## config.mk

```make
export PLATFORM = sky130hd
export DESIGN_NAME = mem_arbiter_flat
export DESIGN_NICKNAME = d
export VERILOG_FILES = /design/src/rtl/mem_arbiter_if.sv /design/src/rtl/mem_arbiter.sv /design/src/flat_wrapper.sv
export SDC_FILE = /design/constraint.sdc
export NUM_CORES = 1
export LEC_CHECK = 0
export BUFFER_PORTS_ARGS = -buffer_cell sky130_fd_sc_hd__buf_2
export CAP_MARGIN = 20
export CORE_UTILIZATION = 48
export CTS_CLUSTER_SIZE = 40
export DETAILED_ROUTE_END_ITERATION = 10
export PLACE_DENSITY = 0.81
export SYNTH_ARGS = -nofsm -noshare
export SYNTH_HDL_FRONTEND = slang
export SYNTH_SLANG_ARGS = --single-unit
```

## constraint.sdc

```tcl
create_clock -name clk -period 1.7 [get_ports clk]
set_input_delay 0.085 -clock clk [delete_from_list [all_inputs] [get_ports clk]]
set_output_delay 0.085 -clock clk [all_outputs]
set_load 0.02 [all_outputs]
```

## src/rtl/mem_arbiter_if.sv

```systemverilog
// One requester port of the memory arbiter: registered req/ack access.
// master = requester side, slave = arbiter side.
interface mem_arbiter_if #(
  parameter int AW = 8,
  parameter int DW = 8
);
  logic          req;
  logic          lock;
  logic          we;
  logic [AW-1:0] addr;
  logic [DW-1:0] wdata;
  logic          ack;
  logic [DW-1:0] rdata;

  modport master (
    output req, lock, we, addr, wdata,
    input  ack, rdata
  );

  modport slave (
    input  req, lock, we, addr, wdata,
    output ack, rdata
  );
endinterface

```

## src/rtl/mem_arbiter.sv

```systemverilog
// Two-port round-robin arbiter/sequencer for a single-port async-read memory.
// Each access runs IDLE -> ACC -> RESP; optional bounded lock for bursts.
module mem_arbiter #(
  parameter int AW        = 8,
  parameter int DW        = 8,
  parameter int MAX_BURST = 4
) (
  input  logic          clk,
  input  logic          rst_n,
  mem_arbiter_if.slave  a_if,
  mem_arbiter_if.slave  b_if,
  output logic [AW-1:0] mem_addr,
  output logic [DW-1:0] mem_din,
  output logic          mem_we,
  input  logic [DW-1:0] mem_dout,
  output logic          busy
);

  localparam int BW = $clog2(MAX_BURST + 1);

  typedef enum logic [1:0] {
    IDLE = 2'd0,
    ACC  = 2'd1,
    RESP = 2'd2
  } state_e;

  state_e        state_q;
  logic          owner_q;
  logic          rr_q;
  logic [BW-1:0] burst_q;
  logic          we_q;
  logic [AW-1:0] addr_q;
  logic [DW-1:0] wdata_q;
  logic          a_ack_q;
  logic          b_ack_q;
  logic [DW-1:0] a_rdata_q;
  logic [DW-1:0] b_rdata_q;

  logic          own_lock;
  logic          hold;
  logic          any_req;
  logic          win_d;
  logic [BW-1:0] burst_d;

  // Port encoding: 0 = A, 1 = B.
  always_comb begin
    own_lock = owner_q ? (b_if.req & b_if.lock)
                       : (a_if.req & a_if.lock);
    hold     = own_lock && (burst_q < BW'(MAX_BURST));
    any_req  = a_if.req | b_if.req;
    win_d    = b_if.req;
    burst_d  = BW'(1);
    if (hold) begin
      win_d   = owner_q;
      burst_d = burst_q + BW'(1);
    end else if (a_if.req && b_if.req) begin
      win_d   = rr_q;
    end
  end

  always_ff @(posedge clk or negedge rst_n) begin
    if (!rst_n) begin
      state_q   <= IDLE;
      owner_q   <= 1'b0;
      rr_q      <= 1'b0;
      burst_q   <= '0;
      we_q      <= 1'b0;
      addr_q    <= '0;
      wdata_q   <= '0;
      a_ack_q   <= 1'b0;
      b_ack_q   <= 1'b0;
      a_rdata_q <= '0;
      b_rdata_q <= '0;
    end else begin
      unique case (state_q)
        IDLE: begin
          if (any_req) begin
            state_q <= ACC;
            owner_q <= win_d;
            burst_q <= burst_d;
            we_q    <= win_d ? b_if.we : a_if.we;
            addr_q  <= win_d ? b_if.addr : a_if.addr;
            wdata_q <= win_d ? b_if.wdata : a_if.wdata;
          end
        end
        ACC: begin
          state_q <= RESP;
          a_ack_q <= ~owner_q;
          b_ack_q <= owner_q;
          if (!we_q) begin
            if (owner_q) b_rdata_q <= mem_dout;
            else         a_rdata_q <= mem_dout;
          end
        end
        RESP: begin
          state_q <= IDLE;
          a_ack_q <= 1'b0;
          b_ack_q <= 1'b0;
          rr_q    <= ~owner_q;
        end
        default: state_q <= IDLE;
      endcase
    end
  end

  // Memory pins decode from state so reset drops mem_we immediately.
  assign mem_addr   = addr_q;
  assign mem_din    = wdata_q;
  assign mem_we     = (state_q == ACC) & we_q;
  assign busy       = (state_q != IDLE);
  assign a_if.ack   = a_ack_q;
  assign a_if.rdata = a_rdata_q;
  assign b_if.ack   = b_ack_q;
  assign b_if.rdata = b_rdata_q;

endmodule
```

## src/flat_wrapper.sv

```systemverilog
// flat-port wrapper written by rule: the top's interface ports become plain ports
module mem_arbiter_flat 
#(
  parameter int AW        = 8,
  parameter int DW        = 8,
  parameter int MAX_BURST = 4
)
  (clk, rst_n, mem_addr, mem_din, mem_we, mem_dout, busy, a_if_req, a_if_lock, a_if_we, a_if_addr, a_if_wdata, a_if_ack, a_if_rdata, b_if_req, b_if_lock, b_if_we, b_if_addr, b_if_wdata, b_if_ack, b_if_rdata);
  mem_arbiter_if #(.AW(AW), .DW(DW)) a_if_i ();
  mem_arbiter_if #(.AW(AW), .DW(DW)) b_if_i ();
  input  logic clk;
  input  logic rst_n;
  output logic [AW-1:0] mem_addr;
  output logic [DW-1:0] mem_din;
  output logic mem_we;
  input  logic [DW-1:0] mem_dout;
  output logic busy;
  input wire logic [$bits(a_if_i.req)-1:0] a_if_req;
  input wire logic [$bits(a_if_i.lock)-1:0] a_if_lock;
  input wire logic [$bits(a_if_i.we)-1:0] a_if_we;
  input wire logic [$bits(a_if_i.addr)-1:0] a_if_addr;
  input wire logic [$bits(a_if_i.wdata)-1:0] a_if_wdata;
  output wire logic [$bits(a_if_i.ack)-1:0] a_if_ack;
  output wire logic [$bits(a_if_i.rdata)-1:0] a_if_rdata;
  input wire logic [$bits(b_if_i.req)-1:0] b_if_req;
  input wire logic [$bits(b_if_i.lock)-1:0] b_if_lock;
  input wire logic [$bits(b_if_i.we)-1:0] b_if_we;
  input wire logic [$bits(b_if_i.addr)-1:0] b_if_addr;
  input wire logic [$bits(b_if_i.wdata)-1:0] b_if_wdata;
  output wire logic [$bits(b_if_i.ack)-1:0] b_if_ack;
  output wire logic [$bits(b_if_i.rdata)-1:0] b_if_rdata;
  assign a_if_i.req = a_if_req;
  assign a_if_i.lock = a_if_lock;
  assign a_if_i.we = a_if_we;
  assign a_if_i.addr = a_if_addr;
  assign a_if_i.wdata = a_if_wdata;
  assign a_if_ack = a_if_i.ack;
  assign a_if_rdata = a_if_i.rdata;
  assign b_if_i.req = b_if_req;
  assign b_if_i.lock = b_if_lock;
  assign b_if_i.we = b_if_we;
  assign b_if_i.addr = b_if_addr;
  assign b_if_i.wdata = b_if_wdata;
  assign b_if_ack = b_if_i.ack;
  assign b_if_rdata = b_if_i.rdata;
  mem_arbiter #(.AW(AW), .DW(DW), .MAX_BURST(MAX_BURST)) u_core (.clk(clk), .rst_n(rst_n), .a_if(a_if_i), .b_if(b_if_i), .mem_addr(mem_addr), .mem_din(mem_din), .mem_we(mem_we), .mem_dout(mem_dout), .busy(busy));
endmodule
```

==> flow_summary_export.csv <==
group,metric,value,unit
status,outcome,"completed",
yosys,synth_top_cell_by_area,"dfrtp_1",
floorplan,start_util,0.509,
min_path,whs_path_depth,2,
min_path,hold_class,"in2reg",
floorplan,dieArea,4600,sq um
yosys,synth_edf_count,0,
detailed_routing,drc,0,
yosys,synth.most_common_cell,"dfrtp_1",
yosys,synthAdderAreaFrac,0.0240,
yosys,synthCells,187,
floorplan,chipHeight,67.9,um
critical_path,r2r_slack,0.12,ns
global_routing,grt_usage,0.223,
timing,fin_tns_setup,0,ns
critical_path,r2r_start,"u_core.burst_q[2]",
timing,rsz0062_at_grt,"false",
critical_path,worst_r2r_path_depth,5,
global_routing,grt_pass1_wl,7530,um
layout,drive_above_1_share,0.487,
yosys,synth_xor_area_frac,0,
timing,setup_viol,0,
yosys,syn_nets,239,
detailed_routing,drtAntennaViolNets,0,
timing,worst_pin_slew,0.597,ns
yosys,synthSimpleGateAreaFrac,0.0901,
clock_network,cts_tree,"done",
pwr,p_per_area,1900,nW/um^2
run,drv_cap,0,
timing,min_period,1.58,ns
detailed_routing,viasPerCell,5.46,
yosys,syn_area,2080,sq um
min_path,min_to,"u_core.b_if.rdata[1]",
yosys,synth_top_family_by_area,"compound AO/OA/AOI/OAI gates",
pwr,leakage,1.24,nW
clock_network,path_clk_slew,0.08,ns
yosys,synth_common_cells,"dfrtp_1 (42), nor2_1 (22), o21ai_0 (22)",
yosys,synthMuxAreaShare,0.0968,
clock_network,htreeDepth,2,
critical_path,r2r_end,"u_core.mem_din[6]",
detailed_routing,initialDrtViolationCount,87,
layout,syn_to_final_growth,32.0,%
timing,hold_viol,0,
yosys,avgSynthCellArea,11.1,sq um
yosys,synth-main-ff-cell,"dfrtp_1",
floorplan,core,4090,sq um
yosys,ys_types,29,
yosys,synth-compound-area-share,0.240,
clock_network,cts-buffers-inserted,5,
timing,fmax,633,MHz
critical_path,arrival,1.79,ns
yosys,synth_top_area_frac,0.505,
yosys,synth_area_leaders,"dfrtp_1 (50%), mux2_2 (9.2%), a41oi_2 (7.8%)",
yosys,synth-seq-cells,42,
global_routing,grt_pass1_vias,1663,
timing,finalCritPeriodShare,0.929,
placed_design,place_area,2630,sq um
global_routing,antenna_found_initial,0,
layout,nets,328,
placed_design,port_buffers,83,
yosys,async_reset_ff_frac,1.00,
clock_network,cts.path.max_buffers,2,
yosys,yosysSeqAreaShare,0.505,
yosys,yosysWarnings,0,
critical_path,end_kind,"flip-flop",
floorplan,rows,23,
critical_path,path_max_fanout,15,
detailed_routing,wl,4830,um
pwr,vdd_drop_max,1010,uV
placed_design,gp_congestion,0.838,
critical_path,start_kind,"flip-flop",
layout,fin_area,2750,sq um
min_path,worstHoldStart,"mem_dout[1]",
clock_network,cts_root_buffer,"clkbuf_8",
global_routing,grt_overflow,0,
clock_network,cts_sinks,42,
clock_network,clkLatencyLatePin,0.29,ns
detailed_routing,num_vias,1785,
critical_path,path_class,"reg2reg",
floorplan,ios,84,
critical_path,cp_data_required_time,1.91,ns
placed_design,dp_hpwl,3500,um
layout,antenna_cells,0,
detailed_routing,wl_per_cell,14.8,um
timing,skew,0.00556,ns
timing,slew_headroom,0.602,
global_routing,grt_max_degree,23,
timing,report.final.slew_viol_count,0,
detailed_routing,firstDrtPassIters,4,
floorplan,die_x,67.9,um
metal layers:
metal | GRT usage | vias up | part of all wire
li1 | - | 856 | -
met1 | 0.284 | 863 | 0.44
met2 | 0.369 | 59 | 0.49
met3 | 0.0517 | 7 | 0.056
met4 | 0.0859 | 0 | 0.016
met5 | 0 | - | 0
per-stage QoR:
stage	utilization	std cells	worst slack [ns]	hold slack, ns	total power (W)
after detailed placement	0.643	318	0.155	0.0767	0.00445
after global routing	0.673	327	0.0193	0.0232	0.00557
final	0.673	327	0.120	0.0366	0.00522
after global placement	0.643	318	0.220	0.0727	0.00438
after floorplan	-	187	0.164	-0.211	0.00352
after CTS	0.672	327	0.120	0.0306	0.00524
cells in the final DEF (no fill, tap or decap), drive strengths merged:
master / n
nand2b: 1
a211o: 1
a21oi: 20
dfrtp: 42
clkbuf: 6
nor3b: 1
clkinvlp: 1
o21ai: 23
nand3: 1
mux2i: 1
nand3b: 3
and2: 2
a41oi: 17
inv: 6
nand2: 7
dlygate4sd3: 1
or3: 1
nor2: 22
a211oi: 1
buf: 94
bufinv: 1
nor2b: 1
o31ai: 1
ha: 4
a311o: 1
mux2: 17
a21o: 1
timing repair:
| item | 4_1_cts | 5_1_grt |
|---|---|---|
| hold buffers | 1 | 0 |
| setup endpoints to repair | 0 | 1 |
| gates resized for setup | 0 | 1 |
| hold endpoints to repair | 20 | 0 |
| setup buffers | 0 | 0 |
critical path: stages (launching register included):
cell and delay (ns):
dfrtp_1 0.42, nor2b_1 0.31, or3_1 0.28, buf_12 0.18, a41oi_2 0.12, a21oi_1 0.18
cells by family after synthesis:
| logic type | after synthesis |
|---|---|
| adder cells (fa/ha/maj) | 4 |
| flip-flops | 42 |
| AO/OA/AOI/OAI | 65 |
| AND/OR/NAND/NOR | 39 |
| multiplexers | 18 |
| buffers and inverters | 19 |
flip-flops by register name (all words and copies together), names as in the netlist, named ones only:
name and count:
u_core.b_if.rdata 8, u_core.burst_q 3, u_core.rr_q 1, u_core.a_if.rdata 8, u_core.mem_din 8, u_core.we_q 1, u_core.state_q 2, u_core.a_if.ack 1
u_core.b_if.ack 1, u_core.mem_addr 8
how the worst max path moves through the flow:
stage | start | endpoint | slack [ns]
after CTS | u_core.burst_q[2] | u_core.mem_din[5] | 0.12
after floorplan | u_core.state_q[1] | u_core.a_if.rdata[0] | 0.16
after detailed placement | u_core.burst_q[2] | u_core.mem_addr[7] | 0.16
after global routing | u_core.rr_q | u_core.mem_addr[3] | 0.02
final | u_core.burst_q[2] | u_core.mem_din[6] | 0.12
after global placement | u_core.rr_q | u_core.mem_din[0] | 0.22
power breakdown:
part	internal [W]	switching [W]	total [W]
clock	0.000438	0.000347	0.000785
sequential	0.00149	0.000287	0.00178
combinational	0.00112	0.00153	0.00265
final cells by class:
class / instances / area (sq um)
clock inverter: 2 / 37.5
timing repair buffer: 95 / 558
clock buffer: 6 / 72.6
multi-input combinational: 126 / 945
tap: 50 / 62.6
sequential: 42 / 1050
fill: 346 / 1340
inverter: 6 / 22.5
Note: power is estimated with default switching activity, not from simulation.
